<file path="config.mk">
export PLATFORM = sky130hd
export DESIGN_NAME = display_scan_ctrl
export DESIGN_NICKNAME = d
export VERILOG_FILES = /design/src/rtl/display_scan_ctrl.sv
export SDC_FILE = /design/constraint.sdc
export NUM_CORES = 1
export LEC_CHECK = 0
export BUFFER_PORTS_ARGS = -buffer_cell sky130_fd_sc_hd__buf_2
export CAP_MARGIN = 20
export CORE_MARGIN = 2
export CORE_UTILIZATION = 53
export DETAILED_ROUTE_END_ITERATION = 6
export PLACE_DENSITY = 0.77
export SYNTH_ARGS = -nofsm -noshare
export SYNTH_HDL_FRONTEND = slang
export SYNTH_SLANG_ARGS = --single-unit
export TNS_END_PERCENT = 5
</file>
<file path="constraint.sdc">
create_clock -name clk -period 2.1 [get_ports clk]
set_input_delay 0.42 -clock clk [delete_from_list [all_inputs] [get_ports clk]]
set_output_delay 0.42 -clock clk [all_outputs]
set_load 0.03 [all_outputs]
</file>
<file path="src/rtl/display_scan_ctrl.sv">
// Multiplexed digit scanner: per-slot blanking, dwell timing, masked digits,
// and a shadow frame that only swaps at frame boundaries.
// Ports: clk/rstn, enable, digit_mask, data_in/load/load_ack (frame update),
// sel/digit_en/digit_val (digit drive), frame_done (end-of-frame pulse).
module display_scan_ctrl #(
  parameter int NUM_DIGITS     = 4,
  parameter int DIGIT_W        = 4,
  parameter int TICK_DIV       = 50000,
  parameter int BLANK_CYCLES   = 16,
  parameter bit SEL_ACTIVE_LOW = 1'b1,
  localparam int SEL_W = (NUM_DIGITS > 1) ? $clog2(NUM_DIGITS) : 1
) (
  input  logic                          clk,
  input  logic                          rstn,
  input  logic                          enable,
  input  logic [NUM_DIGITS-1:0]         digit_mask,
  input  logic [NUM_DIGITS*DIGIT_W-1:0] data_in,
  input  logic                          load,
  output logic                          load_ack,
  output logic [SEL_W-1:0]              sel,
  output logic [NUM_DIGITS-1:0]         digit_en,
  output logic [DIGIT_W-1:0]            digit_val,
  output logic                          frame_done
);

  localparam int CNT_W = (TICK_DIV > 1) ? $clog2(TICK_DIV) : 1;
  localparam logic [CNT_W-1:0] BLANK_LAST = CNT_W'(BLANK_CYCLES - 1);
  localparam logic [CNT_W-1:0] SLOT_LAST  = CNT_W'(TICK_DIV - 1);
  localparam logic [NUM_DIGITS-1:0] EN_OFF =
    {NUM_DIGITS{SEL_ACTIVE_LOW}};

  typedef enum logic [1:0] {
    S_IDLE,
    S_BLANK,
    S_SHOW
  } state_e;

  state_e                             state_q;
  logic [CNT_W-1:0]                   cnt_q;
  logic [SEL_W-1:0]                   sel_q;
  logic [NUM_DIGITS-1:0][DIGIT_W-1:0] shadow_q;
  logic [DIGIT_W-1:0]                 val_q;
  logic [NUM_DIGITS-1:0]              en_q;
  logic                               ack_q;
  logic                               fd_q;

  logic [NUM_DIGITS-1:0][DIGIT_W-1:0] din_arr;
  logic [SEL_W-1:0]                   lo_sel_d;
  logic [SEL_W-1:0]                   nxt_sel_d;
  logic                               wrap_d;
  logic [NUM_DIGITS-1:0]              en_on;
  logic                               ld_idle;

  assign din_arr = data_in;

  // Downward scan so the lowest set bit is the last one written.
  always_comb begin
    lo_sel_d = '0;
    for (int i = NUM_DIGITS - 1; i >= 0; i--) begin
      if (digit_mask[i]) lo_sel_d = SEL_W'(i);
    end
  end

  // Next digit strictly above sel; no hit means wrap to lowest.
  always_comb begin
    nxt_sel_d = lo_sel_d;
    wrap_d    = 1'b1;
    for (int i = NUM_DIGITS - 1; i >= 0; i--) begin
      if (digit_mask[i] && (SEL_W'(i) > sel_q)) begin
        nxt_sel_d = SEL_W'(i);
        wrap_d    = 1'b0;
      end
    end
  end

  // XOR with the idle pattern gives the polarity-correct one-hot.
  assign en_on   = (NUM_DIGITS'(1) << sel_q) ^ EN_OFF;
  assign ld_idle = load && !ack_q;

  always_ff @(posedge clk or negedge rstn) begin
    if (!rstn) begin
      state_q  <= S_IDLE;
      cnt_q    <= '0;
      sel_q    <= '0;
      shadow_q <= '0;
      val_q    <= '0;
      en_q     <= EN_OFF;
      ack_q    <= 1'b0;
      fd_q     <= 1'b0;
    end else begin
      ack_q <= 1'b0;
      fd_q  <= 1'b0;
      unique case (state_q)
        S_IDLE: begin
          en_q  <= EN_OFF;
          cnt_q <= '0;
          if (ld_idle) begin
            shadow_q <= din_arr;
            ack_q    <= 1'b1;
          end
          if (enable && |digit_mask) begin
            state_q <= S_BLANK;
            sel_q   <= lo_sel_d;
            val_q   <= ld_idle ? din_arr[lo_sel_d]
                               : shadow_q[lo_sel_d];
          end
        end
        S_BLANK: begin
          if (!enable) begin
            state_q <= S_IDLE;
            cnt_q   <= '0;
            en_q    <= EN_OFF;
          end else begin
            cnt_q <= cnt_q + CNT_W'(1);
            if (cnt_q == BLANK_LAST) begin
              state_q <= S_SHOW;
              en_q    <= en_on;
            end
          end
        end
        S_SHOW: begin
          if (!enable) begin
            state_q <= S_IDLE;
            cnt_q   <= '0;
            en_q    <= EN_OFF;
          end else if (cnt_q == SLOT_LAST) begin
            cnt_q <= '0;
            en_q  <= EN_OFF;
            if (!(|digit_mask)) begin
              state_q <= S_IDLE;
            end else begin
              state_q <= S_BLANK;
              sel_q   <= nxt_sel_d;
              if (wrap_d && load) begin
                shadow_q <= din_arr;
                ack_q    <= 1'b1;
                val_q    <= din_arr[nxt_sel_d];
              end else begin
                val_q <= shadow_q[nxt_sel_d];
              end
              fd_q <= wrap_d;
            end
          end else begin
            cnt_q <= cnt_q + CNT_W'(1);
          end
        end
        default: begin
          state_q <= S_IDLE;
          cnt_q   <= '0;
          en_q    <= EN_OFF;
        end
      endcase
    end
  end

  assign load_ack   = ack_q;
  assign sel        = sel_q;
  assign digit_en   = en_q;
  assign digit_val  = val_q;
  assign frame_done = fd_q;

endmodule

</file>
Word level (Yosys, flattened, before mapping). Cells that the tools add are included.

Bitwise operators: 1. Order comparisons: 6. Reduce and logical (&&, ||, !) cells: 15. Shifts and indexed selects: 1. Equality and inequality tests: 12. Mux-type cells: 64. Add/subtract/negate cells: 1.

Operators by type and width (number): 16-bit two-way mux (8); 16-bit one-hot mux with 2 select lines (2); 4-bit two-way mux (14); 2-bit two-way mux (17); 4-bit binary-select mux with 2-bit select (4); 16-bit by 1-bit adder with 16-bit output, second input constant (1); 16-bit == test, second input constant (1); 16-bit by 4-bit == test with 1-bit output, second input constant (1); 4-bit one-hot mux with 2 select lines (2); 1-bit two-way mux (14); 2-bit inequality test, second input constant (6); 1-bit logical AND (7); 2-bit by 3-bit < comparator with 1-bit output, second input constant (2); 3-bit inequality test, second input constant (2); 2-bit one-hot mux with 3 select lines (1); 6-bit AND reduction (1); 5-bit AND reduction (1); 1-bit by 2-bit > comparator with 1-bit output, first input constant (2); 2-bit > comparator, first input constant (2); 4-bit NOT (1); 2-bit one-hot mux with 2 select lines (1); 4-bit OR reduction (1); 1-bit by 2-bit << shifter with 4-bit output, first input constant (1); 3-bit AND reduction (1); other kinds (7) (7).

Flip-flop bits (word level): 46. Output and inout port bits: 12.

Logic depth before layout (Yosys ltp).
Depth after elaboration: 15. Mapped depth: 8. Depth with buffers taken out: 7.

Worst setup path before layout. Ideal clock, no wire load.

Kind: reg2reg. Start point: register cnt_q[0]. End point: register shadow_q[0] (netlist bit). Setup slack: -5 ps. Data arrival time: 1980 ps. Cell stages (with the launch flop): 9. Clock period less this slack: 2105 ps. Setup time: 125 ps. Path through: dfrtp_1 -> ha_1 -> and3_1 -> nand3_2 -> nor3_2 -> a21oi_2 -> a211oi_4 -> buf_12 -> mux2_4.

Word-level cells in the longest chain between the ends: 3.

Ends and longest elaborated chain: start: declaration (RTL line 39) `logic [CNT_W-1:0] cnt_q;`; start signal: assignment (RTL line 114) `cnt_q <= cnt_q + CNT_W'(1);`; start signal: assignment (RTL line 144) `cnt_q <= cnt_q + CNT_W'(1);`; 16-bit == test (RTL line 126) `end else if (cnt_q == SLOT_LAST) begin`; 2-bit inequality test (no line); 6-bit AND reduction (no line); end signal: assignment (RTL line 98) `shadow_q <= din_arr;`; end signal: assignment (RTL line 135) `shadow_q <= din_arr;`; end: declaration (RTL line 41) `logic [NUM_DIGITS-1:0][DIGIT_W-1:0] shadow_q;`.

No other way between the ends. A chain may end at the register's enable or synchronous reset.

Worst setup path after layout.
Start point: register cnt_q[5]. End point: register shadow_q[3] (netlist bit).

The elaborated chain is that of the path after synthesis.

==> flow_summary.ini <==
[power_and_ir_drop]
power.share.combinational = 0.579
power_density_nw_per_um2 = 1280
p_sw_mw = 1.92
finalPower_mw = 4.90
clockPowerShare = 0.140
vdd_ir_drop_max_uv = 776
pwr-share-seq = 0.281
switching_share = 0.392
p_leak_nw = 1.71
intPower_mw = 2.98

[cts]
cts_num_sinks = 46
clock_latency_ns = 0.30
cts.clk_slew.worst_paths_ns = 0.09
ctsHtreeMaxLevel = 2
cts_buffer_depth = 2
cts-root-buf = clkbuf_8
cts_buffers = 5
cts_tree = built

[detailed_routing]
drc = 0
vias = 2815
wirelength_um = 8110
initialDrtViolationCount = 186
via_per_inst = 5.96
antenna_left = 0
wl_per_cell_um = 17.2
first_pass_iters = 5

[cells_and_area]
stdcell_count = 472
final_cell_area_um2 = 3830
nFillCells = 432
synthToLayoutAreaGrowth_pct = 28.8
nets = 428
antenna_cells = 0
layout-drive-gt1-share = 0.363
final-seq-area_um2 = 1160
multi_input_area_um2 = 1760

[grt]
antenna_found_initial = 0
grt_usage = 0.265
grt_pass1_vias = 2784
grt_pass1_wl_um = 13100
grt-ovfl-total = 0
grt_max_degree = 47

[synthesis]
synth_top_family_by_area = simple AND/OR/NAND/NOR gates
synth_top_area_cell = dfrtp_1
syn-cell-area_um2 = 2980
synth_nets = 339
synth_xor_area_frac = 0.0412
synth_fa_ha_area_frac = 0.0210
synth_top_area_frac = 0.353
synthArstFlopShare = 1.00
ys.flop_type = dfrtp_1
synth_cell_types = 60
synth_warnings = 0
ys_seq_area_frac = 0.388
synthSimpleGateAreaFrac = 0.218
synthMuxAreaShare = 0.0836
post_synth.cell_area_avg_um2 = 9.60
syn_inst = 310
synth_area_leaders = dfrtp_1 (35%), mux2_4 (5.0%), nor2_1 (4.7%), dfstp_2 (3.5%), a21oi_1 (3.0%)
ys_ff_latch = 46
synth_edf_count = 0
synth_compound_area_frac = 0.207

[placed_design]
place_inst = 458
portBuffers = 35
finalWeightedCongestion = 0.891
preCtsSetupSlack_ns = -0.456
placed_cell_area_um2 = 3590
dp_hpwl_um = 5570

[setup_path]
critPathCapture = shadow_q[3]$_DFFE_PN0P_
crit_path_max_fanout = 8
worstReg2RegStart = cnt_q[5]$_DFF_PN0_
cp.required_ns = 2.29
crit-reg2reg-capture = shadow_q[3]$_DFFE_PN0P_
crit_arrival_ns = 2.31
cp-start-kind = register
crit_start = cnt_q[5]$_DFF_PN0_
r2r_slack_ns = -0.02
reg2regPathDepth = 8
crit_path_end_kind = register
crit_type = reg -> reg

[status]
violations = negative setup slack
status = finished with violations

[run]
drv_cap = 0

[timing]
min_period_ns = 2.12
drv_slew = 0
fin_ws_ns = -0.0215
hold_viol_final = 0
maxSlewHeadroom = 0.606
worst_pin_slew_ns = 0.591
min_period_over_period = 1.01
fin_skew_ns = 0.00817
setup_viol = 8
whs_ns = 0.188
grt_setup_unrepaired = yes
max_freq_mhz = 471

[floorplan]
die_h_um = 78.9
pin_count = 36
start_util = 0.544
core_um2 = 5470
die_area_um2 = 6230
num_rows = 27
die_w_um = 78.9

[worst_hold_path]
hold_class = in -> async
==> cells in the final DEF (no fill, tap or decap), types with 5 or more instances in the layout <==
cell type and count:
nand2_1 17, xor2_1 8, inv_1 11, nand3_1 7
nand2b_1 8, buf_2 35, a21oi_1 18, buf_4 58
mux2_4 16, nor2_1 37, and3_1 6, ha_1 5
nand3b_1 8, a31oi_1 6, a221oi_1 10, xnor2_1 6
nor3_1 13, dfrtp_1 42, clkbuf_8 5, nor2b_1 5
o21ai_0 5
==> state kept, by name, indices dropped and copies added, names as in the netlist <==
signal      flops
digit_val       4
shadow_q       16
cnt_q          16
frame_done      1
digit_en        4
load_ack        1
sel             2
state_q         2
==> routing by layer <==
layer  share of wire  global-route usage
met1            0.42               0.338
met2            0.50               0.470
met3           0.061              0.0432
met4           0.019              0.0690
met5               0                   0
==> repair_timing <==
| action | CTS | global route |
|---|---|---|
| gates resized for setup | 5 | 8 |
| hold buffers | 0 | 0 |
| setup endpoints to repair | 16 | 19 |
| cloned | 1 | 0 |
| setup buffers | 3 | 2 |
| pin swaps | 2 | 6 |
==> worst max-delay path: stages, from the launching register on <==
cell and delay [ns]:
dfrtp_1 0.39, nor3_1 0.33, nand3_4 0.15, nor3_4 0.23, a21oi_2 0.09, a211oi_4 0.19, buf_4 0.18, buf_16 0.14
mux2_4 0.31
==> synth_stat cells, types with 2 or more instances <==
| library cell | count |
|---|---|
| mux2_2 | 7 |
| nor2b_1 | 6 |
| a221o_1 | 4 |
| a211o_1 | 4 |
| nand3_1 | 7 |
| nand2b_1 | 8 |
| a221oi_1 | 10 |
| a21oi_1 | 18 |
| xnor2_1 | 6 |
| clkbuf_1 | 5 |
| o32ai_1 | 2 |
| mux2_4 | 10 |
| or3b_2 | 2 |
| a211oi_1 | 2 |
| dfrtp_1 | 42 |
| o21ai_0 | 5 |
| o21a_1 | 2 |
| a21oi_2 | 2 |
| o32a_1 | 4 |
| o22ai_1 | 2 |
| nand2_1 | 17 |
| nor4_1 | 3 |
| buf_2 | 8 |
| a31oi_1 | 6 |
| and3_1 | 7 |
| a311oi_1 | 2 |
| o31ai_1 | 3 |
| nand3b_1 | 8 |
| nor3_2 | 2 |
| or3_1 | 2 |
| dfstp_2 | 4 |
| nor2_1 | 37 |
| xor2_1 | 8 |
| o221ai_1 | 2 |
| ha_1 | 5 |
| inv_1 | 11 |
| nor3_1 | 13 |
| mux2i_1 | 2 |
==> cells by family after synthesis <==
group           after synthesis
buf+inv                      25
mux                          19
xor+xnor                     14
fa+ha+maj                     5
compound gates               79
simple gates                122
flops                        46
==> power groups by stage <==
stage | Sequential, mW | Combinational, mW | Clock, mW
CTS | 1.36 | 2.74 | 0.691
finish | 1.38 | 2.84 | 0.684
detailed placement | 1.36 | 2.43 | 0
global route | 1.41 | 3.01 | 0.735
floorplan | 1.48 | 1.57 | 0
global placement | 1.37 | 2.35 | 0
==> how the worst min path moves through the flow <==
stage | start | endpoint | slack (ns)
after global routing | rstn | shadow_q[7]$_DFFE_PN0P_ | 0.25
after detailed placement | digit_en[0]$_DFFE_PN1P_ | digit_en[0]$_DFFE_PN1P_ | 0.50
after CTS | rstn | load_ack$_DFF_PN0_ | 0.22
after global placement | digit_en[3]$_DFFE_PN1P_ | digit_en[3]$_DFFE_PN1P_ | 0.49
final | rstn | shadow_q[7]$_DFFE_PN0P_ | 0.19
after floorplan | rstn | cnt_q[0]$_DFF_PN0_ | 0.12
==> final cells by class <==
| class | instances | share of cell area |
|---|---|---|
| clock buffer | 5 | 0.0179 |
| inverter | 11 | 0.0108 |
| clock inverter | 3 | 0.0114 |
| tap | 72 | 0.0235 |
| multi-input combinational | 239 | 0.458 |
| sequential | 46 | 0.301 |
| timing repair buffer | 96 | 0.177 |
==> through the flow <==
step | TNS (ns) | util
floorplan | 0 | -
global placement | -6.03 | 0.656
detailed placement | -6.98 | 0.656
CTS | -0.0411 | 0.692
global route | -0.688 | 0.701
finish | -0.0757 | 0.701
No activity file was read; power rests on OpenSTA's default activity.
